==> src/rtl/sra_share_arbiter_pkg.sv <==
// Shared constants for the SRA share arbiter: FSM state encodings, default widths
// and the helper that sizes the grant index.
package sra_share_arbiter_pkg;

  localparam int DATA_W_DEF  = 32;
  localparam int SHAMT_W_DEF = 5;

  localparam logic [1:0] ST_IDLE = 2'd0;
  localparam logic [1:0] ST_EXEC = 2'd1;
  localparam logic [1:0] ST_RESP = 2'd2;

  // Width of an index able to name n requesters; never less than one bit.
  function automatic int idx_width(input int n);
    int w;
    w = 1;
    while ((1 << w) < n) w++;
    return w;
  endfunction

endpackage

==> src/rtl/sra_share_arbiter_sra.sv <==
// Combinational 32-bit arithmetic right shifter shared by all requesters.
module sra_share_arbiter_sra #(
  parameter int DATA_W  = 32,
  parameter int SHAMT_W = 5
) (
  input  logic [DATA_W-1:0]  a,
  input  logic [SHAMT_W-1:0] shamt,
  output logic [DATA_W-1:0]  y
);

  assign y = $unsigned($signed(a) >>> shamt);

endmodule

==> src/rtl/sra_share_arbiter.sv <==
// Round-robin arbiter sharing one SRA between N_REQ valid/ready requesters,
// with registered operands, a registered result and one operation in flight.
module sra_share_arbiter
  import sra_share_arbiter_pkg::*;
#(
  parameter int N_REQ   = 2,
  parameter int DATA_W  = DATA_W_DEF,
  parameter int SHAMT_W = SHAMT_W_DEF
) (
  input  logic                       clk,
  input  logic                       reset_n,
  input  logic [N_REQ-1:0]           req_valid,
  output logic [N_REQ-1:0]           req_ready,
  input  logic [N_REQ*DATA_W-1:0]    req_a,
  input  logic [N_REQ*SHAMT_W-1:0]   req_shamt,
  output logic [N_REQ-1:0]           rsp_valid,
  output logic [DATA_W-1:0]          rsp_data,
  input  logic [N_REQ-1:0]           rsp_ready,
  output logic                       busy
);

  localparam int IDX_W = idx_width(N_REQ);

  typedef struct packed {
    logic             hit;
    logic [IDX_W-1:0] idx;
  } pick_t;

  logic [1:0]         state_q,  state_d;
  logic [IDX_W-1:0]   grant_q,  grant_d;
  logic [IDX_W-1:0]   rr_ptr_q, rr_ptr_d;
  logic [DATA_W-1:0]  a_q,      a_d;
  logic [SHAMT_W-1:0] shamt_q,  shamt_d;
  logic [DATA_W-1:0]  res_q,    res_d;
  logic [DATA_W-1:0]  sra_y;
  pick_t              pick;

  // First requester at or after ptr, wrapping; scanning downward lets the
  // smallest offset win.
  function automatic pick_t rr_pick(input logic [N_REQ-1:0] valid,
                                    input logic [IDX_W-1:0] ptr);
    pick_t p;
    int    k;
    p = '0;
    for (int i = N_REQ - 1; i >= 0; i--) begin
      k = (int'(ptr) + i) % N_REQ;
      if (valid[k]) begin
        p.hit = 1'b1;
        p.idx = IDX_W'(k);
      end
    end
    return p;
  endfunction

  assign pick = rr_pick(req_valid, rr_ptr_q);
  assign busy = (state_q != ST_IDLE);

  sra_share_arbiter_sra #(
    .DATA_W  (DATA_W),
    .SHAMT_W (SHAMT_W)
  ) u_sra (
    .a     (a_q),
    .shamt (shamt_q),
    .y     (sra_y)
  );

  always_comb begin
    // NOTE: every signal gets a default before the case so no path infers a latch.
    state_d   = state_q;
    grant_d   = grant_q;
    rr_ptr_d  = rr_ptr_q;
    a_d       = a_q;
    shamt_d   = shamt_q;
    res_d     = res_q;
    req_ready = '0;
    rsp_valid = '0;
    rsp_data  = '0;

    case (state_q)
      ST_IDLE: begin
        if (pick.hit) begin
          // Handshakes are suppressed while reset is held, since reset wins at the edge.
          req_ready[pick.idx] = reset_n;
          a_d      = req_a[int'(pick.idx)*DATA_W +: DATA_W];
          shamt_d  = req_shamt[int'(pick.idx)*SHAMT_W +: SHAMT_W];
          grant_d  = pick.idx;
          rr_ptr_d = (int'(pick.idx) == N_REQ - 1) ? '0 : pick.idx + 1'b1;
          state_d  = ST_EXEC;
        end
      end
      ST_EXEC: begin
        res_d   = sra_y;
        state_d = ST_RESP;
      end
      ST_RESP: begin
        if (reset_n) begin
          rsp_valid[grant_q] = 1'b1;
          rsp_data           = res_q;
        end
        if (rsp_ready[grant_q]) state_d = ST_IDLE;
      end
      default: state_d = ST_IDLE;
    endcase
  end

  always_ff @(posedge clk) begin
    // NOTE: non-blocking assignments so every flop samples pre-edge values.
    if (!reset_n) begin
      state_q  <= ST_IDLE;
      grant_q  <= '0;
      rr_ptr_q <= '0;
      a_q      <= '0;
      shamt_q  <= '0;
      res_q    <= '0;
    end else begin
      state_q  <= state_d;
      grant_q  <= grant_d;
      rr_ptr_q <= rr_ptr_d;
      a_q      <= a_d;
      shamt_q  <= shamt_d;
      res_q    <= res_d;
    end
  end

endmodule
==> config.mk <==
export PLATFORM = sky130hd
export DESIGN_NAME = sra_share_arbiter
export DESIGN_NICKNAME = d
export VERILOG_FILES = /design/src/rtl/sra_share_arbiter_pkg.sv /design/src/rtl/sra_share_arbiter_sra.sv /design/src/rtl/sra_share_arbiter.sv
export SDC_FILE = /design/constraint.sdc
export NUM_CORES = 1
export LEC_CHECK = 0
export BUFFER_PORTS_ARGS = -buffer_cell sky130_fd_sc_hd__buf_2
export CORE_MARGIN = 2
export CORE_UTILIZATION = 49
export DETAILED_ROUTE_END_ITERATION = 12
export PLACE_DENSITY = 0.87
export SETUP_SLACK_MARGIN = 0.1
export SKIP_LAST_GASP = 1
export SLEW_MARGIN = 20
export SYNTH_ARGS = -nofsm -noshare
export SYNTH_HDL_FRONTEND = slang
export SYNTH_SLANG_ARGS = --single-unit
==> constraint.sdc <==
create_clock -name clk -period 2 [get_ports clk]
set_input_delay 0.4 -clock clk [delete_from_list [all_inputs] [get_ports clk]]
set_output_delay 0.4 -clock clk [all_outputs]
set_load 0.005 [all_outputs]
==> reports/qor.csv, run 1 <==
stage,metric,value,unit
synth,syn avg cell area,9.20,um^2
placed_design,Setup WS pre-CTS,-0.162,ns
critical_path,critical path required time,2.23,ns
clock_tree,CTS root buf,clkbuf_8,
synth,Yosys reg bits,73,
global_routing,first-pass GRT wire length,25000,um
timing,"Slew Viols, Final",0,
synth,mapped cell area,4860,um^2
clock_tree,clock latency on the worst-skew pair,0.36,ns
die,number of core rows,36,
synth,top post-synthesis cells by area,"dfxtp_1, mux4_2, a222oi_1, and3_1, nand2_1",
critical_path,"Worst Path Class, Setup",reg -> reg,
clock_tree,Longest Clk Path Bufs,2,
global_routing,number of antenna violations at the first check in global routing,0,
run_status,violated checks,negative setup slack,
run_status,status,"finished, violations left",
timing,RSZ-0062 raised after global routing,true,
detailed_routing,Iteration-0 DRC Markers,661,
synth,Yosys top cell by area,dfxtp_1,
layout,final net count,747,
synth,ys async rst share,0,%
layout,diodes inserted,0,
synth,Yosys top cell area share,30.1,%
pwr,Pwr Density,762,nW/um^2
global_routing,GRT Overall Usage,28.5,%
layout,final instance area,6370,um^2
timing,Max Fclk,494,MHz
critical_path,type of origin of the critical path,register,
die,IO Count,117,
run,max-cap viol count,0,
placed_design,Placed Area,5730,um^2
pwr,leakage,0.00301,uW
hold_path,HP Class,in -> reg,
timing,TNS Setup,-0.0457,ns
pwr,maximum VDD drop,0.383,mV
detailed_routing,Vias/cell,6.43,
synth,Synth Instances,528,
critical_path,CP max-delay cell,mux4_2,
timing,endpoints failing hold,0,
critical_path,WP buf/inv,1,
critical_path,Critical Path Max Stage Delay,0.53,ns
placed_design,GPL Wtd Cong,0.973,
detailed_routing,# DRC,0,
critical_path,"most used cell, CP",mux4_2,
critical_path,endpoint class of the critical path,register,
timing,Worst Max-Slew Pin Slew,0.597,ns
timing,Final period util,101,%
placed_design,dpl hpwl,11300,um
global_routing,gr ovfl total,0,
timing,final setup margin,-0.0230,ns
die,die width,104,um
clock_tree,clk sinks,73,
detailed_routing,Pre-antenna DRT Iters,8,
clock_tree,Hold Buf Count CTS,0,
timing,min Tclk post-route,2.02,ns
placed_design,Buffers on Ports,116,
critical_path,crit path DAT,2.25,ns
clock_tree,CTS tree,done,
timing,Clock Skews,0.0125,ns
pwr,total chip power,4860,uW
detailed_routing,final antenna-violating net count,0,
critical_path,"Largest delay share family, worst path",multiplexers,
die,CORE AREA,9680,um^2
layout,layout cells sized above 1,42.9,%
die,Die Ht,104,um
critical_path,"Max FO, Critical Path",6,
synth,Unique masters post-synth,49,
global_routing,vias in the first global route,4931,
clock_tree,CTS buffer count,9,
synth,synthesis warning total,0,
clock_tree,"CTS clk-pin slew, worst paths",0.09,ns
synth,Mapped Nets,608,
synth,number of synthesized flops with an enable pin,0,
detailed_routing,final wirelength,16400,um
layout,Layout area overhead,31.3,%
detailed_routing,WL/cell,20.4,um
die,Die ar.,10700,um^2
synth,"Seq/Total Area, Yosys",30.1,%
clock_tree,H-tree depth,3,
die,initial core utilization,50.1,%
synth,Most used DFF post-synth,dfxtp_1,
critical_path,crit path cell chain,"buf_12, mux4_2, mux4_2, o31ai_4, a311oi_1",
global_routing,largest net degree at the start of global routing,48,
detailed_routing,total number of vias,5179,
layout,Fill cells,765,
timing,slew margin rel.,60.2,%
timing,Final setup viols,4,
## synthesized netlist by cell type, types with 3 or more instances
cell type / n
a21oi_1: 16
nand3_1: 9
nor2b_1: 5
a31oi_1: 6
clkbuf_1: 31
o21a_1: 3
a221oi_1: 4
mux2_2: 17
o211ai_1: 11
a211oi_1: 4
buf_1: 4
nand2b_1: 5
a222oi_1: 37
a311oi_1: 3
a21o_1: 4
nor2_1: 21
buf_2: 9
mux4_2: 29
o21ai_1: 3
mux2i_1: 15
o211a_1: 5
dfxtp_1: 73
a22oi_1: 4
inv_1: 43
nand2_1: 57
o21ai_0: 28
mux4_1: 7
buf_4: 7
and3_1: 35
nor3_1: 5
## path summary, 6_finish.rpt
check / start / slack, ns / to / cells after the start
worst max register to register: shamt_q[0] / -0.02 / res_q[4] / 5
worst min register to register: res_q[24] / 0.45 / res_q[24] / 2
worst max-delay path: shamt_q[0] / -0.02 / res_q[4] / 5
worst min-delay path: req_a[50] / 0.26 / a_q[18] / 3
## tightest hold or removal path, delay by kind of cell
kind / cells / cell delay (ns)
buf+inv: 2 / 0.13
compound gates: 1 / 0.07
## logic make-up after synthesis
logic type | count (synthesis) | share of synthesized area [%]
simple gates | 145 | 14.4
buf+inv | 99 | 9.07
mux | 68 | 24.3
compound gates | 143 | 22.2
flops | 73 | 30.1
## report_power, final
group	internal, uW	total, uW	switching (uW)	leakage, uW
logic	857	1750	891	0.00230
clock network	710	1310	601	0.000111
registers	1600	1800	194	0.000601
total	3170	4860	1690	0.00301
## state kept, by name, summed over array words and instances (netlist names)
signal and cells:
a_q 32, shamt_q 5, rr_ptr_q 1, res_q 32, state_q 2, grant_q 1
## metal layers
layer  wire length, um  track usage, %
met4               513            8.78
met2              7950            48.0
met3              1530            4.72
met1              6420            37.9
met5                 0               0
## cell type report
| type | count | area, um^2 | share of cell area [%] |
|---|---|---|---|
| inverters | 45 | 173 | 2.71 |
| flip-flops and latches | 73 | 1470 | 23.0 |
| well taps | 133 | 166 | 2.61 |
| repair buffers | 182 | 1230 | 19.3 |
| clock inverters | 6 | 91.3 | 1.43 |
| multi-input cells | 356 | 3120 | 48.9 |
| clock buffers | 10 | 128 | 2.00 |
## what timing repair did
action / CTS / global route
resized for setup: 34 / 38
pin swaps: 12 / 15
setup endpoints to repair: 60 / 65
buffers inserted: 9 / 12
cloned: 0 / 1
## placed cells by master (no fill, tap or decap), types with 3 or more instances in the layout
| master | netlist | final |
|---|---|---|
| a222oi_1 | 37 | 37 |
| nor2_1 | 21 | 18 |
| nor3_1 | 5 | 5 |
| o211ai_1 | 11 | 11 |
| nand3_1 | 9 | 8 |
| nand2b_1 | 5 | 5 |
| o21ai_0 | 28 | 22 |
| o21ai_1 | 3 | 7 |
| buf_2 | 9 | 116 |
| buf_12 | 1 | 7 |
| mux2i_1 | 15 | 11 |
| buf_6 | 2 | 9 |
| a22oi_1 | 4 | 3 |
| a21o_1 | 4 | 4 |
| buf_4 | 7 | 47 |
| dfxtp_1 | 73 | 71 |
| a21oi_1 | 16 | 15 |
| mux2_4 | 0 | 3 |
| a221oi_1 | 4 | 3 |
| o21a_1 | 3 | 3 |
| nor2b_1 | 5 | 4 |
| nand2_1 | 57 | 49 |
| mux2_2 | 17 | 14 |
| mux4_2 | 29 | 36 |
| and3_1 | 35 | 35 |
| mux2i_2 | 0 | 4 |
| a31oi_1 | 6 | 5 |
| inv_1 | 43 | 42 |
| nand2_2 | 0 | 8 |
| clkbuf_8 | 0 | 9 |
| o211a_1 | 5 | 5 |
## stage by stage
stage / std cells / utilization [%] / hold WS, ns
after floorplan: 528 / - / 0.417
final: 805 / 65.8 / 0.258
after detailed placement: 767 / 59.2 / 0.437
after global routing: 805 / 65.8 / 0.262
after global placement: 767 / 59.2 / 0.429
after CTS: 792 / 63.1 / 0.260
Power figures use the tool's default switching activity.
==> run 2: changes to the inputs <==
--- a/config.mk
+++ b/config.mk
@@ -5,6 +5,7 @@
 export SDC_FILE = /design/constraint.sdc
 export NUM_CORES = 1
 export LEC_CHECK = 0
+export ABC_AREA = 1
 export BUFFER_PORTS_ARGS = -buffer_cell sky130_fd_sc_hd__buf_2
 export CORE_MARGIN = 2
 export CORE_UTILIZATION = 49
==> reports/qor.csv, run 2 <==
stage,metric,value,unit,change
synth,Most used DFF post-synth,dfxtp_1,,
die,Die Ht,102,um,-1.6%
pwr,combinational fraction of design power,31.2,%,-4.8 points
detailed_routing,final antenna-violating net count,0,,unchanged
layout,top flop regs,"a_q (32), res_q (32), shamt_q (5)",,
run_status,status,"finished, final reports clean",,
detailed_routing,final wirelength,12600,um,-24%
critical_path,origin of the critical flop-to-flop path,shamt_q[0],,
critical_path,worst reg2reg setup slack,0.26,ns,+0.28 ns
synth,Yosys reg bits,73,,unchanged
critical_path,"Max FO, Critical Path",34,,+28
synth,mapped cell area,4700,um^2,-3.2%
clock_tree,clk sinks,73,,unchanged
critical_path,type of origin of the critical path,register,,
synth,ys async rst share,0,%,unchanged
die,IO Count,117,,unchanged
layout,"commonest non-fill, non-tap cells in the layout","nand2_1, nand3_1, buf_2, dfxtp_1, inv_1",,
layout,"commonest non-fill, non-tap cell in the layout",nand2_1,,
clock_tree,Longest Clk Path Bufs,2,,unchanged
layout,diodes inserted,0,,unchanged
layout,Layout area overhead,17.0,%,
hold_path,HP Class,in -> reg,,
timing,hold_ws,0.235,ns,-0.0231 ns
synth,number of synthesized flops with an enable pin,0,,unchanged
critical_path,critical path required time,1.60,ns,-0.63 ns
synth,top-count cell post-synth,nand2_1,,
synth,synthesis warning total,0,,unchanged
hold_path,Min-Delay Endpoint,a_q[17],,
layout,final net count,948,,+27%
clock_tree,CTS tree,done,,
critical_path,Worst R2R Path Depth,9,,+4
detailed_routing,# DRC,0,,unchanged
timing,endpoints failing hold,0,,unchanged
pwr,P_int,2990,uW,-5.7%
synth,syn avg cell area,6.05,um^2,-34%
timing,min Tclk post-route,1.75,ns,-0.271 ns
pwr,clock network fraction of total power,30.9,%,+3.9 points
placed_design,Buffers on Ports,116,,unchanged
die,number of core rows,35,,-2.8%
hold_path,HP Start,req_a[17],,
timing,RSZ-0062 raised after global routing,false,,
placed_design,dpl hpwl,9340,um,-17%
pwr,NetSw,1630,uW,-3.3%
global_routing,gr ovfl total,0,,unchanged
synth,Yosys top cell area share,31.1,%,+1.0 points
timing,Final period util,87.6,%,-14 points
detailed_routing,Vias/cell,5.33,,-17%
critical_path,Crit Reg-Reg Endpoint,res_q[2],,
pwr,maximum VDD drop,0.435,mV,+14%
pwr,leakage,0.00271,uW,-10%
run,max-cap viol count,0,,unchanged
die,die width,102,um,-1.6%
synth,top post-synthesis cells by area,"dfxtp_1, nand3_1, nand2_1, inv_1, nor2_1",,
clock_tree,CTS buffer count,9,,unchanged
timing,"Slew Viols, Final",0,,unchanged
synth,"Seq/Total Area, Yosys",31.1,%,+1.0 points
critical_path,"Worst Path Class, Setup",reg -> out,,
placed_design,GPL Wtd Cong,0.988,,+1.5%
detailed_routing,total number of vias,5337,,+3.1%
die,initial core utilization,50.6,%,+0.48 points
die,Die ar.,10400,um^2,-3.1%
layout,Fill cells,930,,+22%
critical_path,endpoint class of the critical path,primary output,,
synth,Mapped Nets,857,,+41%
timing,Max Fclk,571,MHz,+15%
pwr,Pwr Density,841,nW/um^2,+10%
timing,Clock Skews,0.00968,ns,-0.00281 ns
layout,"Core Util, Final",59.2,%,-6.6 points
timing,TNS Setup,0,ns,+0.0457 ns
global_routing,GRT Overall Usage,25.4,%,-3.2 points
clock_tree,"CTS clk-pin slew, worst paths",0.08,ns,about the same
synth,Unique masters post-synth,25,,-49%
global_routing,first-pass GRT wire length,21400,um,-15%
clock_tree,CTS root buf,clkbuf_8,,
timing,Final setup viols,0,,-4
hold_path,Hold Path Depth,3,,unchanged
clock_tree,H-tree depth,3,,unchanged
synth,Synth top cells by count,"nand2_1, nand3_1, dfxtp_1",,
synth,Synth Instances,777,,+47%
timing,slew margin rel.,60.7,%,+0.48 points
clock_tree,clock latency on the worst-skew pair,0.36,ns,about the same
global_routing,vias in the first global route,4903,,-0.57%
detailed_routing,Iteration-0 DRC Markers,429,,-35%
detailed_routing,Pre-antenna DRT Iters,5,,-3
detailed_routing,WL/cell,12.5,um,-39%
global_routing,largest net degree at the start of global routing,38,,-21%
critical_path,crit path DAT,1.35,ns,-0.90 ns
synth,Yosys top cell by area,dfxtp_1,,
layout,layout cells sized above 1,20.5,%,-22 points
pwr,Sequential Power Share,37.9,%,+0.9 points
timing,Worst Max-Slew Pin Slew,0.589,ns,-0.00788 ns
global_routing,number of antenna violations at the first check in global routing,0,,unchanged
die,CORE AREA,9280,um^2,-4.1%
pwr,Sw Share,35.3,%,+0.58 points
==> run 2: logic make-up after synthesis <==
| logic type | after synthesis | synth area share [%] |
|---|---|---|
| flip-flops | 73 | 31.1 |
| buffers and inverters | 114 | 12.1 |
| AND/OR/NAND/NOR | 524 | 49.0 |
| AO/OA/AOI/OAI | 66 | 7.75 |
==> run 2: timing repair <==
item | in CTS | in global routing
setup endpoints to repair | 0 | 13
resized for setup | 0 | 2
hold endpoints to repair | 0 | 0
hold buffers | 0 | 0
buffers inserted | 0 | 0
==> run 2: worst max path at each step <==
stage / startpoint / end / slack (ns) / cells past startpoint
2_1_floorplan: reset_n / rsp_data[10] / 0.53 / 4
3_3_place_gp: shamt_q[0] / res_q[20] / 0.38 / 7
3_5_place_dp: shamt_q[0] / res_q[3] / 0.37 / 9
4_1_cts: state_q[1] / rsp_data[2] / 0.18 / 6
5_1_grt: shamt_q[0] / res_q[13] / 0.11 / 11
6_report: state_q[1] / rsp_data[9] / 0.25 / 6
==> run 2: worst max-delay path: stages (launching register included) <==
cell	delay, ns
dfxtp_1	0.35
inv_1	0.07
nor2_2	0.10
nand2_1	0.09
buf_12	0.17
nor2_1	0.10
buf_2	0.12
==> run 2: layout make-up <==
type	count	area (um^2)	area share [%]
multi-input combinational	590	2670	48.6
tap	129	161	2.94
clock inverter	5	103	1.87
inverter	61	236	4.30
sequential	73	1460	26.6
clock buffer	11	141	2.57
timing repair buffer	133	721	13.1
==> run 2: power by group through the flow <==
| stage | sequential (uW) | clock (uW) | combinational, uW |
|---|---|---|---|
| after floorplan | 1730 | 0 | 1130 |
| after global placement | 1780 | 0 | 1400 |
| after detailed placement | 1780 | 0 | 1410 |
| after CTS | 1750 | 1440 | 1420 |
| after global routing | 1770 | 1490 | 1630 |
| final | 1750 | 1430 | 1440 |
==> run 2: per-layer routing <==
| metal | GRT usage (%) | wire length, um | vias to the layer above | share of wire [%] |
|---|---|---|---|---|
| met5 | 0 | 0 | - | 0 |
| met4 | 11.0 | 332 | 0 | 2.6 |
| met3 | 4.79 | 908 | 35 | 7.2 |
| met2 | 41.2 | 5770 | 209 | 46 |
| met1 | 33.0 | 5550 | 2386 | 44 |
| li1 | - | - | 2707 | - |
==> run 2: metrics by stage <==
stage / total power [uW] / cells / area (um^2) / setup WS, ns
after floorplan: 2860 / 777 / 4700 / 0.533
after global placement: 3180 / 986 / 5250 / 0.377
after detailed placement: 3190 / 986 / 5250 / 0.369
after CTS: 4610 / 1002 / 5490 / 0.179
after global routing: 4900 / 1002 / 5500 / 0.114
final: 4620 / 1002 / 5500 / 0.248
==> run 3: changes to the inputs <==
--- a/config.mk
+++ b/config.mk
@@ -8,12 +8,13 @@
 export ABC_AREA = 1
 export BUFFER_PORTS_ARGS = -buffer_cell sky130_fd_sc_hd__buf_2
 export CORE_MARGIN = 2
-export CORE_UTILIZATION = 49
+export CORE_UTILIZATION = 50
 export DETAILED_ROUTE_END_ITERATION = 12
-export PLACE_DENSITY = 0.87
+export PLACE_DENSITY = 0.88
 export SETUP_SLACK_MARGIN = 0.1
 export SKIP_LAST_GASP = 1
 export SLEW_MARGIN = 20
 export SYNTH_ARGS = -nofsm -noshare
 export SYNTH_HDL_FRONTEND = slang
+export SYNTH_HIERARCHICAL = 1
 export SYNTH_SLANG_ARGS = --single-unit
==> reports/qor.csv, run 3 <==
stage,metric,value,unit,change
run_status,status,"finished, final reports clean",,
pwr,leakage,0.00276,uW,+2.0%
clock_tree,CTS buffer count,9,,unchanged
die,Die ar.,11000,um^2,+6.0%
detailed_routing,Iteration-0 DRC Markers,688,,+60%
synth,ys async rst share,0,%,unchanged
run,max-cap viol count,0,,unchanged
timing,Final period util,90.4,%,+2.8 points
die,initial core utilization,51.9,%,+1.3 points
layout,final net count,954,,+0.63%
timing,Clock Skews,0.00790,ns,-0.00178 ns
pwr,total chip power,4870,uW,+5.3%
detailed_routing,Vias/cell,5.76,,+8.1%
pwr,Pwr Density,842,nW/um^2,+0.23%
synth,synthesis warning total,6,,+6
detailed_routing,Pre-antenna DRT Iters,6,,+1
detailed_routing,# DRC,0,,unchanged
timing,final setup margin,0.193,ns,-0.0550 ns
critical_path,endpoint class of the critical path,primary output,,
detailed_routing,total number of vias,5831,,+9.3%
timing,TNS Setup,0,ns,unchanged
detailed_routing,WL/cell,14.5,um,+16%
synth,Synth Instances,801,,+3.1%
hold_path,Min-Delay Endpoint,a_q[2],,
placed_design,DP Cell Count,996,,+1.0%
layout,top flop regs,"a_q (32), res_q (32), shamt_q (5)",,
clock_tree,Longest Clk Path Bufs,2,,unchanged
detailed_routing,final wirelength,14700,um,+17%
critical_path,crit path DAT,1.41,ns,+0.06 ns
die,die width,105,um,+3.0%
layout,Fill cells,1026,,+10%
die,Die Ht,105,um,+3.0%
clock_tree,Hold Buf Count CTS,0,,unchanged
critical_path,type of origin of the critical path,register,,
synth,Most used DFF post-synth,dfxtp_1,,
timing,"Slew Viols, Final",0,,unchanged
global_routing,vias in the first global route,5213,,+6.3%
global_routing,GRT Overall Usage,26.9,%,+1.6 points
clock_tree,CTS root buf,clkbuf_8,,
critical_path,"Worst Path Class, Setup",reg -> out,,
synth,"Seq/Total Area, Yosys",28.7,%,-2.4 points
timing,Worst Max-Slew Pin Slew,0.942,ns,+0.353 ns
placed_design,GPL Wtd Cong,0.991,,+0.36%
die,CORE AREA,9820,um^2,+5.8%
detailed_routing,final antenna-violating net count,0,,unchanged
clock_tree,clk sinks,73,,unchanged
synth,mapped cell area,5090,um^2,+8.4%
timing,slew margin rel.,37.1,%,-24 points
synth,Mapped Nets,881,,+2.8%
placed_design,Setup WS pre-CTS,0.257,ns,-0.112 ns
timing,Max Fclk,553,MHz,-3.0%
critical_path,critical path required time,1.60,ns,about the same
hold_path,HP Class,in -> reg,,
critical_path,worst reg2reg setup slack,0.29,ns,+0.03 ns
synth,Yosys top cell by area,nand3_1,,
clock_tree,"CTS clk-pin slew, worst paths",0.08,ns,about the same
global_routing,first-pass GRT wire length,24700,um,+16%
layout,"commonest non-fill, non-tap cells in the layout","nand3_1, nand2_1, buf_2, dfxtp_1, inv_1",,
synth,number of synthesized flops with an enable pin,0,,unchanged
placed_design,Buffers on Ports,116,,unchanged
timing,RSZ-0062 raised after global routing,true,,
synth,Yosys top cell area share,30.1,%,-1.0 points
layout,layout cells sized above 1,22.4,%,+1.9 points
critical_path,Crit Reg-Reg Endpoint,res_q[5],,
synth,syn avg cell area,6.36,um^2,+5.2%
critical_path,origin of the critical flop-to-flop path,shamt_q[0],,
synth,Unique masters post-synth,21,,-16%
hold_path,HP Start,req_a[2],,
layout,"commonest non-fill, non-tap cell in the layout",nand3_1,,
synth,Synth top cells by count,"nand3_1, nand2_1, dfxtp_1",,
hold_path,Hold Path Depth,3,,unchanged
critical_path,"Max FO, Critical Path",34,,unchanged
timing,min Tclk post-route,1.81,ns,+0.0550 ns
layout,Layout area overhead,13.4,%,
global_routing,largest net degree at the start of global routing,73,,+92%
timing,endpoints failing hold,0,,unchanged
synth,Yosys reg bits,73,,unchanged
die,number of core rows,36,,+2.9%
global_routing,number of antenna violations at the first check in global routing,1,,+1
timing,Final setup viols,0,,unchanged
pwr,maximum VDD drop,0.384,mV,-12%
clock_tree,H-tree depth,3,,unchanged
layout,Non-Filler Instances,1013,,+1.1%
global_routing,gr ovfl total,0,,unchanged
synth,top-count cell post-synth,nand3_1,,
die,IO Count,117,,unchanged
critical_path,Worst R2R Path Depth,11,,+2
synth,top post-synthesis cells by area,"nand3_1, dfxtp_1, nand2_1, nand3_2, buf_2",,
clock_tree,clock latency on the worst-skew pair,0.36,ns,about the same
clock_tree,CTS tree,done,,
placed_design,dpl hpwl,10100,um,+8.6%
==> run 3: worst max-delay path by stage <==
stage                from           end  slack [ns]  cells past startpoint
6_report       state_q[1]  rsp_data[10]        0.19                      6
2_1_floorplan  shamt_q[0]     res_q[27]        0.60                     13
3_5_place_dp   shamt_q[1]      res_q[5]        0.26                      8
4_1_cts        state_q[1]  rsp_data[24]        0.14                      6
3_3_place_gp   shamt_q[1]      res_q[7]        0.28                     10
5_1_grt        shamt_q[1]     res_q[30]        0.08                     11
==> run 3: cells by family (layout without fill, tap and decap cells) <==
| family | count (synthesis) | in the layout | synth area share [%] |
|---|---|---|---|
| AND/OR/NAND/NOR | 543 | 543 | 52.0 |
| buffers and inverters | 118 | 196 | 12.5 |
| flip-flops | 73 | 73 | 28.7 |
| AO/OA/AOI/OAI | 67 | 67 | 6.78 |
| other | 0 | 1 | 0 |
==> run 3: final cells by class <==
cell class                 instances  area (um^2)  share of cell area [%]
tap                              133          166                    2.88
sequential                        73         1460                    25.3
clock inverter                     6          115                    1.99
clock buffer                      10          128                    2.21
inverter                          48          188                    3.25
antenna                            1         2.50                  0.0433
timing repair buffer             132          716                    12.4
multi-input combinational        610         3000                    51.9
==> run 3: timing repair <==
| action | CTS | global route |
|---|---|---|
| endpoints found under the setup margin | 0 | 57 |
| buffers inserted | 0 | 0 |
| resized for setup | 0 | 7 |
| hold endpoints to repair | 0 | 0 |
==> run 3: routing by layer <==
layer	share of wire [%]	routed length, um	up-vias	track usage, %
met5	0	0	-	0
met4	2.3	337	0	9.14
li1	-	-	2857	-
met3	8.3	1230	45	4.93
met1	43	6330	2608	36.6
met2	46	6830	321	42.9
==> run 3: metrics by stage <==
stage	cell area, um^2	util (%)	hold slack [ns]
2_1_floorplan	5090	-	0.429
4_1_cts	5750	58.6	0.263
5_1_grt	5780	58.8	0.271
3_3_place_gp	5510	56.1	0.443
3_5_place_dp	5510	56.1	0.444
6_report	5780	58.8	0.261
==> run 3: where the power goes <==
| part | internal, uW | total (uW) | switching (uW) |
|---|---|---|---|
| clock network | 836 | 1440 | 604 |
| registers | 1630 | 1740 | 118 |
| logic | 553 | 1680 | 1130 |
==> run 3: critical path: stages (launching register included) <==
cell     delay, ns
dfxtp_1       0.35
inv_1         0.08
nor2_2        0.11
nand2_1       0.09
buf_8         0.17
nor2_1        0.12
buf_2         0.13
